**src/rtl/vga_timing_ctrl_if.sv**
```systemverilog
// rtl/vga_timing_ctrl_if.sv - pixel FIFO handshake between upstream pixel source and the VGA timing controller
interface vga_timing_ctrl_if #(
  parameter int RGB_W = 16
);
  logic             pix_valid_i;
  logic [RGB_W-1:0] pix_data_i;
  logic             pix_ready_o;

  modport master (output pix_valid_i, output pix_data_i, input pix_ready_o);
  modport slave  (input pix_valid_i, input pix_data_i, output pix_ready_o);
endinterface

```
**src/rtl/vga_timing_ctrl.sv**
```systemverilog
// rtl/vga_timing_ctrl.sv - VGA H/V phase sequencer with sync, data-enable and pixel handshake
// Optional sticky underrun detection under `define VGA_TIMING_UNDERRUN_EN.
module vga_timing_ctrl #(
  parameter int CNT_W = 12,
  parameter int RGB_W = 16
) (
  input  logic             pclk,
  input  logic             presetn,
  input  logic             en_i,
  input  logic [CNT_W-1:0] hvsize_i,
  input  logic [CNT_W-1:0] hfpsize_i,
  input  logic [CNT_W-1:0] hsnsize_i,
  input  logic [CNT_W-1:0] hbpsize_i,
  input  logic [CNT_W-1:0] vvsize_i,
  input  logic [CNT_W-1:0] vfpsize_i,
  input  logic [CNT_W-1:0] vsnsize_i,
  input  logic [CNT_W-1:0] vbpsize_i,
  vga_timing_ctrl_if.slave pix,
  output logic             hsync_o,
  output logic             vsync_o,
  output logic             de_o,
  output logic [RGB_W-1:0] rgb_o,
  output logic [CNT_W-1:0] x_o,
  output logic [CNT_W-1:0] y_o,
  output logic             frame_start_o,
  output logic             line_end_o,
  output logic             underrun_o
);

  typedef enum logic [2:0] {H_IDLE, H_VIS, H_FP, H_SYNC, H_BP} h_state_t;
  typedef enum logic [2:0] {V_IDLE, V_VIS, V_FP, V_SYNC, V_BP} v_state_t;

  h_state_t h_state, h_state_n;
  v_state_t v_state, v_state_n;
  logic [CNT_W-1:0] h_cnt, h_cnt_n, v_cnt, v_cnt_n;
  logic [CNT_W-1:0] hv_s, hfp_s, hsn_s, hbp_s, vfp_s, vsn_s, vbp_s;
  logic [CNT_W-1:0] x_q, y_q;
  logic line_end, frame_wrap, start, de;

  // Phase down-counters load size-1; a zero size behaves as one.
  function automatic logic [CNT_W-1:0] m1(input logic [CNT_W-1:0] s);
    return (s == '0) ? '0 : s - CNT_W'(1);
  endfunction

  assign start      = (h_state == H_IDLE) && en_i;
  assign line_end   = (h_state == H_BP) && (h_cnt == '0);
  assign frame_wrap = line_end && (v_state == V_BP) && (v_cnt == '0);
  assign de         = (h_state == H_VIS) && (v_state == V_VIS);

  always_comb begin
    h_state_n = h_state;
    h_cnt_n   = h_cnt;
    v_state_n = v_state;
    v_cnt_n   = v_cnt;
    if (!en_i) begin
      h_state_n = H_IDLE;
      h_cnt_n   = '0;
      v_state_n = V_IDLE;
      v_cnt_n   = '0;
    end else begin
      case (h_state)
        H_IDLE: begin h_state_n = H_VIS; h_cnt_n = m1(hvsize_i); end
        H_VIS:  if (h_cnt == '0) begin h_state_n = H_FP;   h_cnt_n = m1(hfp_s); end
                else h_cnt_n = h_cnt - CNT_W'(1);
        H_FP:   if (h_cnt == '0) begin h_state_n = H_SYNC; h_cnt_n = m1(hsn_s); end
                else h_cnt_n = h_cnt - CNT_W'(1);
        H_SYNC: if (h_cnt == '0) begin h_state_n = H_BP;   h_cnt_n = m1(hbp_s); end
                else h_cnt_n = h_cnt - CNT_W'(1);
        H_BP:   if (h_cnt == '0) begin
                  h_state_n = H_VIS;
                  h_cnt_n   = m1(frame_wrap ? hvsize_i : hv_s);
                end else h_cnt_n = h_cnt - CNT_W'(1);
        default: begin h_state_n = H_IDLE; h_cnt_n = '0; end
      endcase
      // vvsize is only consumed at frame start, straight from the input.
      case (v_state)
        V_IDLE: begin v_state_n = V_VIS; v_cnt_n = m1(vvsize_i); end
        V_VIS:  if (line_end) begin
                  if (v_cnt == '0) begin v_state_n = V_FP; v_cnt_n = m1(vfp_s); end
                  else v_cnt_n = v_cnt - CNT_W'(1);
                end
        V_FP:   if (line_end) begin
                  if (v_cnt == '0) begin v_state_n = V_SYNC; v_cnt_n = m1(vsn_s); end
                  else v_cnt_n = v_cnt - CNT_W'(1);
                end
        V_SYNC: if (line_end) begin
                  if (v_cnt == '0) begin v_state_n = V_BP; v_cnt_n = m1(vbp_s); end
                  else v_cnt_n = v_cnt - CNT_W'(1);
                end
        V_BP:   if (line_end) begin
                  if (v_cnt == '0) begin v_state_n = V_VIS; v_cnt_n = m1(vvsize_i); end
                  else v_cnt_n = v_cnt - CNT_W'(1);
                end
        default: begin v_state_n = V_IDLE; v_cnt_n = '0; end
      endcase
    end
  end

  always_ff @(posedge pclk) begin
    if (!presetn) begin
      h_state <= H_IDLE;
      v_state <= V_IDLE;
      h_cnt   <= '0;
      v_cnt   <= '0;
      hv_s    <= '0; hfp_s <= '0; hsn_s <= '0; hbp_s <= '0;
      vfp_s   <= '0; vsn_s <= '0; vbp_s <= '0;
      x_q     <= '0;
      y_q     <= '0;
    end else begin
      h_state <= h_state_n;
      v_state <= v_state_n;
      h_cnt   <= h_cnt_n;
      v_cnt   <= v_cnt_n;
      if (en_i && (start || frame_wrap)) begin
        hv_s  <= hvsize_i; hfp_s <= hfpsize_i; hsn_s <= hsnsize_i; hbp_s <= hbpsize_i;
        vfp_s <= vfpsize_i; vsn_s <= vsnsize_i; vbp_s <= vbpsize_i;
      end
      if (!en_i || start || line_end)
        x_q <= '0;
      else if (de && (h_cnt != '0))
        x_q <= x_q + CNT_W'(1);
      if (!en_i || start || frame_wrap)
        y_q <= '0;
      else if (line_end && (v_state == V_VIS) && (v_cnt != '0))
        y_q <= y_q + CNT_W'(1);
    end
  end

  assign hsync_o       = (h_state != H_SYNC);
  assign vsync_o       = (v_state != V_SYNC);
  assign de_o          = de;
  assign pix.pix_ready_o = de;
  assign x_o           = x_q;
  assign y_o           = y_q;
  assign frame_start_o = de && (x_q == '0) && (y_q == '0);
  assign line_end_o    = line_end;

`ifdef VGA_TIMING_UNDERRUN_EN
  logic en_q, underrun_q;

  // Cleared by reset or by a fresh enable; a starved visible cycle sets it.
  always_ff @(posedge pclk) begin
    if (!presetn) begin
      en_q       <= 1'b0;
      underrun_q <= 1'b0;
    end else begin
      en_q <= en_i;
      if (en_i && !en_q)
        underrun_q <= 1'b0;
      else if (de && !pix.pix_valid_i)
        underrun_q <= 1'b1;
    end
  end

  assign underrun_o = underrun_q;
  assign rgb_o      = (de && pix.pix_valid_i) ? pix.pix_data_i : '0;
`else
  assign underrun_o = 1'b0;
  assign rgb_o      = de ? pix.pix_data_i : '0;
`endif

endmodule

```
**src/flat_wrapper.sv**
```systemverilog
// flat-port wrapper written by rule: the top's interface ports become plain ports
module vga_timing_ctrl_flat 
#(
  parameter int CNT_W = 12,
  parameter int RGB_W = 16
)
  (pclk, presetn, en_i, hvsize_i, hfpsize_i, hsnsize_i, hbpsize_i, vvsize_i, vfpsize_i, vsnsize_i, vbpsize_i, hsync_o, vsync_o, de_o, rgb_o, x_o, y_o, frame_start_o, line_end_o, underrun_o, pix_pix_valid_i, pix_pix_data_i, pix_pix_ready_o);
  vga_timing_ctrl_if #(.RGB_W(RGB_W)) pix_i ();
  input  logic pclk;
  input  logic presetn;
  input  logic en_i;
  input  logic [CNT_W-1:0] hvsize_i;
  input  logic [CNT_W-1:0] hfpsize_i;
  input  logic [CNT_W-1:0] hsnsize_i;
  input  logic [CNT_W-1:0] hbpsize_i;
  input  logic [CNT_W-1:0] vvsize_i;
  input  logic [CNT_W-1:0] vfpsize_i;
  input  logic [CNT_W-1:0] vsnsize_i;
  input  logic [CNT_W-1:0] vbpsize_i;
  output logic hsync_o;
  output logic vsync_o;
  output logic de_o;
  output logic [RGB_W-1:0] rgb_o;
  output logic [CNT_W-1:0] x_o;
  output logic [CNT_W-1:0] y_o;
  output logic frame_start_o;
  output logic line_end_o;
  output logic underrun_o;
  input wire logic [$bits(pix_i.pix_valid_i)-1:0] pix_pix_valid_i;
  input wire logic [$bits(pix_i.pix_data_i)-1:0] pix_pix_data_i;
  output wire logic [$bits(pix_i.pix_ready_o)-1:0] pix_pix_ready_o;
  assign pix_i.pix_valid_i = pix_pix_valid_i;
  assign pix_i.pix_data_i = pix_pix_data_i;
  assign pix_pix_ready_o = pix_i.pix_ready_o;
  vga_timing_ctrl #(.CNT_W(CNT_W), .RGB_W(RGB_W)) u_core (.pclk(pclk), .presetn(presetn), .en_i(en_i), .hvsize_i(hvsize_i), .hfpsize_i(hfpsize_i), .hsnsize_i(hsnsize_i), .hbpsize_i(hbpsize_i), .vvsize_i(vvsize_i), .vfpsize_i(vfpsize_i), .vsnsize_i(vsnsize_i), .vbpsize_i(vbpsize_i), .pix(pix_i), .hsync_o(hsync_o), .vsync_o(vsync_o), .de_o(de_o), .rgb_o(rgb_o), .x_o(x_o), .y_o(y_o), .frame_start_o(frame_start_o), .line_end_o(line_end_o), .underrun_o(underrun_o));
endmodule
```
**config.mk**
```make
export PLATFORM = sky130hd
export DESIGN_NAME = vga_timing_ctrl_flat
export DESIGN_NICKNAME = d
export VERILOG_FILES = /design/src/rtl/vga_timing_ctrl_if.sv /design/src/rtl/vga_timing_ctrl.sv /design/src/flat_wrapper.sv
export SDC_FILE = /design/constraint.sdc
export NUM_CORES = 1
export LEC_CHECK = 0
export ABC_CLOCK_PERIOD_IN_PS = 4400
export CAP_MARGIN = 5
export CORE_MARGIN = 2
export CORE_UTILIZATION = 40
export CTS_BUF_LIST = sky130_fd_sc_hd__clkbuf_16
export DETAILED_ROUTE_END_ITERATION = 8
export HOLD_SLACK_MARGIN = 0.03
export PLACE_DENSITY_LB_ADDON = 0.25
export SETUP_SLACK_MARGIN = 0.02
export SLEW_MARGIN = 5
export SYNTH_ARGS = -nofsm -noshare
export SYNTH_HDL_FRONTEND = slang
export SYNTH_SLANG_ARGS = --single-unit
```
**constraint.sdc**
```tcl
create_clock -name pclk -period 4.4 [get_ports pclk]
set_input_delay 0.88 -clock pclk [delete_from_list [all_inputs] [get_ports pclk]]
set_output_delay 0.88 -clock pclk [all_outputs]
set_load 0.005 [all_outputs]
```
==> results of run 1 <==
## routing by layer
layer / part of all wire (%) / vias to the layer above
met5: 0 / -
met4: 2.1 / 0
met3: 6.3 / 46
met2: 43 / 316
met1: 48 / 4449
li1: - / 4778
## cell type report
cell class | instances | area, um2
clock inverter | 15 | 164
sequential | 138 | 2760
inverter | 35 | 131
fill | 2339 | 11400
multi-input combinational | 1029 | 6350
timing repair buffer | 185 | 1800
clock buffer | 17 | 425
tap | 319 | 399
## worst max-delay path: cells and delay by family, from the launching register on
family	cells	cell delay, ps
and+or+nand+nor	6	1930
AOI/OAI and AO/OA	4	920
adders and majority gates	2	400
DFF	1	320
buffers and inverters	1	120
## kinds of logic (layout without fill, tap and decap cells)
logic type                 count (synthesis)  after routing  synth area share, %
muxes                                     15             15                 1.61
AOI/OAI and AO/OA                        276            276                 19.9
adders and majority gates                 26             26                 3.41
buffers and inverters                    107            252                 4.99
other                                      1              1               0.0393
DFF                                      138            138                 28.9
xor gates and xnor gates                 116            116                 10.6
and+or+nand+nor                          595            595                 30.5
## worst min-delay path by stage
stage / end / cells past startpoint / start
floorplan: u_core.v_cnt[6] / 2 / u_core.v_cnt[6]
global placement: u_core.v_cnt[6] / 2 / u_core.v_cnt[6]
detailed placement: u_core.vbp_s[9] / 2 / u_core.vbp_s[9]
CTS: u_core.vbp_s[9] / 2 / u_core.vbp_s[9]
global route: u_core.hbp_s[11] / 2 / u_core.hbp_s[11]
finish: u_core.vbp_s[9] / 2 / u_core.vbp_s[9]
## cell usage in the layout, fill, tap and decap left out, drive strengths merged, types with 6 or more instances in the layout
master / count
o221ai: 14
dfxtp: 138
nand3: 44
xnor2: 61
ha: 26
or2: 6
nor3: 42
inv: 40
or3: 14
a21boi: 86
clkbuf: 17
or3b: 6
nor4: 34
clkdlybuf4s50: 159
and2: 10
xor2: 55
a211oi: 8
nand4: 16
buf: 26
a31oi: 12
nor2: 105
nor3b: 15
or4: 11
nor4b: 7
o31ai: 12
and3: 23
mux2i: 12
o22ai: 13
o211ai: 7
o21ai: 45
a21oi: 41
nand2: 238
## state kept, by name, summed over array words and instances, names as in the netlist
register        cells
u_core.v_state      3
u_core.hfp_s       12
u_core.v_cnt       12
u_core.x_o         12
u_core.vsn_s       12
u_core.h_state      3
u_core.hsn_s       12
u_core.y_o         12
u_core.h_cnt       12
u_core.vbp_s       12
u_core.hv_s        12
u_core.hbp_s       12
u_core.vfp_s       12
## per-stage QoR
| step | instance area, um2 | util [%] |
|---|---|---|
| floorplan | 9550 | - |
| global placement | 11400 | 48.7 |
| detailed placement | 11400 | 48.7 |
| CTS | 12000 | 51.2 |
| global route | 12000 | 51.2 |
| finish | 12000 | 51.2 |
## power groups by stage
| stage | clock, W | combinational, W | sequential (W) |
|---|---|---|---|
| after floorplan | 0 | 0.000805 | 0.00142 |
| after global placement | 0 | 0.00114 | 0.00145 |
| after detailed placement | 0 | 0.00114 | 0.00145 |
| after CTS | 0.00147 | 0.00115 | 0.00142 |
| after global routing | 0.00153 | 0.00128 | 0.00144 |
| final | 0.00145 | 0.00117 | 0.00143 |
==> out/metrics.cfg, run 1 <==
[power]
total_power_w=0.00404
intPower_w=0.00268
pwr-share-clk_pct=35.8
combPwrFrac_pct=28.8
p_leak_nw=4.56
sw_frac_of_total_pct=33.6
ir_drop_uv=208
seqPwrFrac_pct=35.3
switching_power_w=0.00136
p_per_area_mw_per_mm2=336

[synth]
ys_seq_area_share_pct=28.9
yosys_most_used_dff=dfxtp_1
synth_edf_count=0
synth_area_mm2=0.00955
synthCells=1274
yosys_warnings=0
async_flop_share_pct=0
yosys-top-cells-area=dfxtp_1 (29%), nand2_1 (9.4%), a21boi_1 (6.7%)
netlist-cell-type-count=73
avgSynthCellArea_um2=7.49
synth_nets=1416
yosysMostFrequentCell=nand2_1
yosysTopAreaCell=dfxtp_1
ys_ff_latch=138
synth_top_area_share_pct=28.9
yosys-top-cells-count=nand2_1 (238), dfxtp_1 (138), nor2_1 (105)

[worst_setup_path]
worst_r2r_endpoint=u_core.h_cnt[6]
cp_common_cell=ha_1
cp_cell_sequence=inv_1 -> ha_1 -> or4b_4 -> nor4_2 -> nand3_2 -> a21oi_1 -> ha_1 -> nor4b_1 -> nand3_1 -> o211ai_2 -> and2_4 -> o221ai_2 -> o311a_1
critPathLaunchType=flop
endpoint=u_core.h_cnt[6]
reg2reg_depth=13
slowest_delay_ps=510
cp.arrival_ps=4130
cp.required_ps=4720
crit_start=u_core.v_cnt[0]
reg2reg_from=u_core.v_cnt[0]
crit_slowest_cell=or4b_4
r2r_slack_ps=590
critical_path.max_fanout=7
critical_path_class=flop to flop
cp-end-kind=flop

[cts]
hold_buffers=0
h-tree-depth=4
clockBufferDepth=2
path_clk_slew_ps=60
cts_root_buf=clkbuf_16
cts_resized=0
clkLatencyLatePin_ps=430
post_cts_buffers=0
clock-sinks=138
cts_buffers=17
cts_tree=yes

[final_layout]
final_nets=1548
final_cell_count_no_fill=1738
layout-drive-gt1-share_pct=6.20
antenna_cells=0
areaGrowthSynthToFinish_pct=26.0

[timing]
drv_slew=0
relSlewSlack_pct=27.0
clock_skew_ps=10.0
setup_tns_ps=0
max_clock_freq_mhz=262
period_needed_ps=3810
post-route-period-util_pct=86.6
finalHoldViolations=0
rsz0062_at_grt=false
setup_viol_count_final=0
holdWs_ps=486
finalWorstSetupSlack_ps=589
tightest_slew_ps=1090

[global_route]
antenna_found_initial=0
grt_start_max_net_pins=85
grt_pass1_vias=8589
track_usage_pct=22.5
busiest_layer=met2
overflow=0
grt_pass1_wl_mm=44.6
use_met1_pct=32.2
use_met3_pct=3.89
gr-usage-met2_pct=34.1

[floorplan]
dieArea_mm2=0.0251
rows=56
coreArea_mm2=0.0235
io_pins=163
die_w_um=159
start_util_pct=40.7
die-height_um=159

[route]
remaining_drc_errors=0
routed_via_density=5.52
totalWireLength_mm=28.2
vias=9589
wl_per_cell_um=16.2
detail_route.iter0.violations=705
firstDrtPassIters=5
ant_nets=0

[run_status]
status=completed

[place]
io_buffers=160
place_congestion=0.942
dp.cells=1706
dpl.hpwl_mm=21.4
dp_slack_ps=701

[run]
maxCapViolations=0

[hold_path]
hold_path_class=flop to flop

Note: power is estimated with default switching activity, not from simulation.
==> run 2: changes to the inputs <==
- GPL_ROUTABILITY_DRIVEN: unset -> 1
- SLEW_MARGIN: 5 -> 20
==> run 2 against run 1 <==
  * Routed wire length is 0.28% higher
  * Flip-flop and latch count stayed put
  * Final area is 0.23% higher
  * Hold slack worse by 0.68 ps
  * Clock power hardly changed
  * Via count hardly changed
  * Global-route usage stayed put
  * Sequential share of layout area is 0.053 points lower
  * Highest routed layer unchanged
  * Core utilization is 0.12 points higher
==> out/metrics.cfg, run 2 (synthesis gave the netlist of run 1 again) <==
[floorplan]
dieArea_mm2=0.0251
die-height_um=159
rows=56
start_util_pct=40.7
coreArea_mm2=0.0235
die_w_um=159
io_pins=163

[hold_path]
min_to=u_core.vbp_s[9]
holdPathStages=2
hold_path_class=flop to flop
min_from=u_core.vbp_s[9]

[worst_setup_path]
cp.required_ps=4720
reg2reg_from=u_core.v_cnt[0]
cp_num_buf_inv=1
cp-end-kind=flop
critical_path.max_fanout=7
cp_cell_sequence=inv_1 -> ha_1 -> or4b_4 -> nor4_2 -> nand3_2 -> a21oi_1 -> ha_1 -> nor4b_1 -> nand3_1 -> o211ai_2 -> and2_4 -> o221ai_2 -> o311a_1
reg2reg_depth=13
slowest_delay_ps=520
worst_r2r_endpoint=u_core.h_cnt[6]
crit_slowest_cell=or4b_4
critical_path_class=flop to flop
critPathLaunchType=flop
cp.arrival_ps=4190
r2r_slack_ps=530
worst-path-stages=13
critPathTopFamily=simple AND/OR/NAND/NOR gates
cp_common_cell=ha_1

[place]
dp.cells=1706
io_buffers=160
place_congestion=0.942
dpl.hpwl_mm=21.4

[final_layout]
mostFrequentLayoutCell=nand2_1
final_cell_count_no_fill=1739
ff_latch_area_mm2=0.00276
areaGrowthSynthToFinish_pct=26.2
antenna_cells=0
layout-drive-gt1-share_pct=6.27
fill_cells=2336
multi_input_area_mm2=0.00635
utilization_pct=51.4
final_cell_mix=nand2_1 (238), clkdlybuf4s50_1 (159), dfxtp_1 (138)
final_nets=1549

[cts]
cts_resized=0
h-tree-depth=4
hold_buffers=0
clock-sinks=138
cts_root_buf=clkbuf_16
cts_tree=yes
cts_buffers=17
clockBufferDepth=2
clkLatencyLatePin_ps=430
post_cts_buffers=0
path_clk_slew_ps=60

[global_route]
overflow=0
track_usage_pct=22.5
antenna_found_initial=0
grt_pass1_vias=8589
grt_pass1_wl_mm=44.6
grt_start_max_net_pins=85

[route]
totalWireLength_mm=28.3
remaining_drc_errors=0
firstDrtPassIters=5
wl_per_cell_um=16.3
ant_nets=0
vias=9592
routed_via_density=5.52
dr.max_layer_used=met4
detail_route.iter0.violations=830
met2_length_mm=12.2
wl_met1_mm=13.5
wl_met3_mm=1.95

[timing]
setup_tns_ps=0
drv_slew=0
post-route-period-util_pct=87.9
setup_viol_count_final=0
finalHoldViolations=0
period_needed_ps=3870
rsz0062_at_grt=false
max_clock_freq_mhz=259
clock_skew_ps=9.61
relSlewSlack_pct=39.0
tightest_slew_ps=908

[power]
p_per_area_mw_per_mm2=336
p_leak_nw=4.57
ir_drop_uv=208
total_power_w=0.00405

[run]
maxCapViolations=0

[run_status]
status=completed

==> run 2: changes by cell type in the layout (fill, tap and decap cells not counted), sizes merged <==
cell,before,now
buf,26,27
==> run 2: metrics by stage <==
stage	instance area [um2]	setup WS, ps	hold WS (ps)
after global placement	11400	667	467
after detailed placement	11400	701	479
final	12100	534	485
after floorplan	9550	985	447
after CTS	12000	660	487
after global routing	12100	389	511
==> run 2: metal layers <==
metal | vias up | GRT usage, %
li1 | 4777 | -
met1 | 4436 | 32.2
met2 | 329 | 34.1
met3 | 50 | 3.89
met4 | 0 | 7.51
met5 | - | 0
==> run 2: how the worst max path moves through the flow <==
stage	startpoint	to	slack, ps
floorplan	u_core.v_cnt[0]	u_core.h_cnt[6]	980
global placement	u_core.v_cnt[0]	u_core.h_cnt[6]	670
detailed placement	u_core.v_cnt[0]	u_core.h_cnt[6]	700
CTS	u_core.v_cnt[0]	u_core.h_cnt[6]	660
global route	u_core.v_cnt[0]	u_core.h_cnt[6]	390
finish	u_core.v_cnt[0]	u_core.h_cnt[6]	530
==> run 2: worst reg2reg max path: cells and delay by family (launching register included) <==
family,cells,cell delay (ps)
AO/OA/AOI/OAI,4,920
buffers and inverters,1,120
flip-flops,1,320
AND/OR/NAND/NOR,6,1970
adder cells (fa/ha/maj),2,410
==> run 2: report_power, final <==
part	total [W]	internal [W]	switching (W)
combinational	0.00117	0.000520	0.000653
sequential	0.00143	0.00133	0.000102
clock	0.00145	0.000842	0.000605
total	0.00405	0.00269	0.00136
==> run 2: cell type report <==
type | instances | area share [%]
clock buffer | 17 | 3.53
timing repair buffer | 186 | 15.1
inverter | 35 | 1.09
clock inverter | 15 | 1.36
tap | 319 | 3.31
multi-input combinational | 1029 | 52.7
sequential | 138 | 22.9
==> run 3: changes to the inputs <==
- CORE_UTILIZATION: 40 -> 54
==> run 3 against run 2 <==
  * Global-route usage increased by 7.1 points
  * Die area decreased by 25%
  * Routed wire length decreased by 2.6%
  * Final cell count fell by 5.8%
  * Hold slack improved by 1.4 ps
  * First-iteration DRC count increased by 4.5%
  * Total power shrank 0.23%
  * Non-clock buffer count shrank 7
  * Critical path depth stayed put
  * Sequential power is essentially flat
  * Critical endpoint unchanged
  * Highest routed layer unchanged
==> out/metrics.cfg, run 3 (synthesis gave the netlist of run 1 again) <==
[run_status]
status=completed

[global_route]
use_met3_pct=6.78
grt_start_max_net_pins=85
track_usage_pct=29.6
busiest_layer=met2
antenna_found_initial=0
grt_pass1_wl_mm=44.3
use_met1_pct=41.4
gr-usage-met2_pct=45.0
overflow=0
grt_pass1_vias=8863

[worst_setup_path]
critical_path_class=flop to flop
cp.required_ps=4720
critPathLaunchType=flop
critical_path.max_fanout=7
cp-end-kind=flop
cp.arrival_ps=4250

[cts]
cts_buffers=17
clock-sinks=138
cts_resized=0
h-tree-depth=4
cts_root_buf=clkbuf_16
clkLatencyLatePin_ps=430
path_clk_slew_ps=60
cts_tree=yes
post_cts_buffers=0
hold_buffers=0
clockBufferDepth=2

[floorplan]
rows=48
dieArea_mm2=0.0188
io_pins=163
coreArea_mm2=0.0173
die-height_um=137
die_w_um=137
start_util_pct=55.2

[route]
firstDrtPassIters=6
vias=9789
wl_per_cell_um=16.8
totalWireLength_mm=27.6
ant_nets=0
routed_via_density=5.98
remaining_drc_errors=0
detail_route.iter0.violations=867

[final_layout]
final_nets=1542
utilization_pct=68.5
fill_cells=1487
areaGrowthSynthToFinish_pct=24.1
final_cell_count_no_fill=1638
layout-drive-gt1-share_pct=5.73
final_cell_mix=nand2_1 (238), clkdlybuf4s50_1 (159), dfxtp_1 (138)
antenna_cells=0
mostFrequentLayoutCell=nand2_1

[power]
switching_power_w=0.00137
sw_frac_of_total_pct=33.8
p_leak_nw=4.53
p_per_area_mw_per_mm2=341
combPwrFrac_pct=28.7
ir_drop_uv=337
pwr-share-clk_pct=36.0
intPower_w=0.00267
seqPwrFrac_pct=35.3

[timing]
setup_viol_count_final=0
relSlewSlack_pct=35.1
tightest_slew_ps=964
setup_tns_ps=0
drv_slew=0
period_needed_ps=3940
finalHoldViolations=0
max_clock_freq_mhz=254
rsz0062_at_grt=false
post-route-period-util_pct=89.5
clock_skew_ps=9.21

[place]
io_buffers=160
dpl.hpwl_mm=20.2
place_congestion=0.967
dp.cells=1606

[run]
maxCapViolations=0

[hold_path]
hold_path_class=flop to flop

run 3: changes by cell type in the layout (fill, tap and decap cells not counted), sizes merged:
cell,delta
buf,-7
clkinv,+2
clkinvlp,-2
run 3: power groups by stage:
stage          clock [W]  sequential, W  combinational (W)
3_5_place_dp           0        0.00145            0.00113
3_3_place_gp           0        0.00145            0.00112
5_1_grt          0.00151        0.00144            0.00128
6_report         0.00145        0.00143            0.00116
2_1_floorplan          0        0.00142           0.000805
4_1_cts          0.00146        0.00142            0.00114
run 3: worst max-delay path: stages (launching register included):
cell	delay (ps)
dfxtp_1	330
inv_1	120
ha_1	160
or4b_4	520
nor4_2	480
nand3_2	200
a21oi_1	340
ha_1	260
nor4b_1	310
nand3_1	210
o211ai_2	230
and2_4	230
o221ai_2	100
o311a_1	330
run 3: routing by layer:
metal	routed length, um	up-vias
li1	-	4763
met4	628	0
met3	2210	65
met1	12500	4547
met2	12300	414
met5	0	-
run 3: area by class of cell:
type	instances	area, um2	share of cell area, %
clock buffer	17	425	3.59
clock inverter	15	163	1.37
inverter	35	131	1.11
multi-input combinational	1029	6340	53.5
sequential	138	2760	23.3
tap	225	282	2.38
timing repair buffer	179	1740	14.7
run 3: metrics by stage:
| step | hold WS (ps) | cell area (um2) | power (W) | setup slack (ps) |
|---|---|---|---|---|
| global route | 505 | 11800 | 0.00422 | 237 |
| global placement | 470 | 11300 | 0.00256 | 634 |
| finish | 486 | 11800 | 0.00404 | 463 |
| detailed placement | 477 | 11300 | 0.00258 | 534 |
| floorplan | 447 | 9550 | 0.00222 | 985 |
| CTS | 487 | 11800 | 0.00402 | 495 |
run 3: path summary, 6_finish.rpt:
path	end	slack (ps)	start	cells after the start
min reg2reg	u_core.vbp_s[8]	490	u_core.vbp_s[8]	2
max	u_core.h_cnt[6]	460	u_core.v_cnt[0]	13
max reg2reg	u_core.h_cnt[6]	460	u_core.v_cnt[0]	13
min	u_core.vbp_s[8]	490	u_core.vbp_s[8]	2
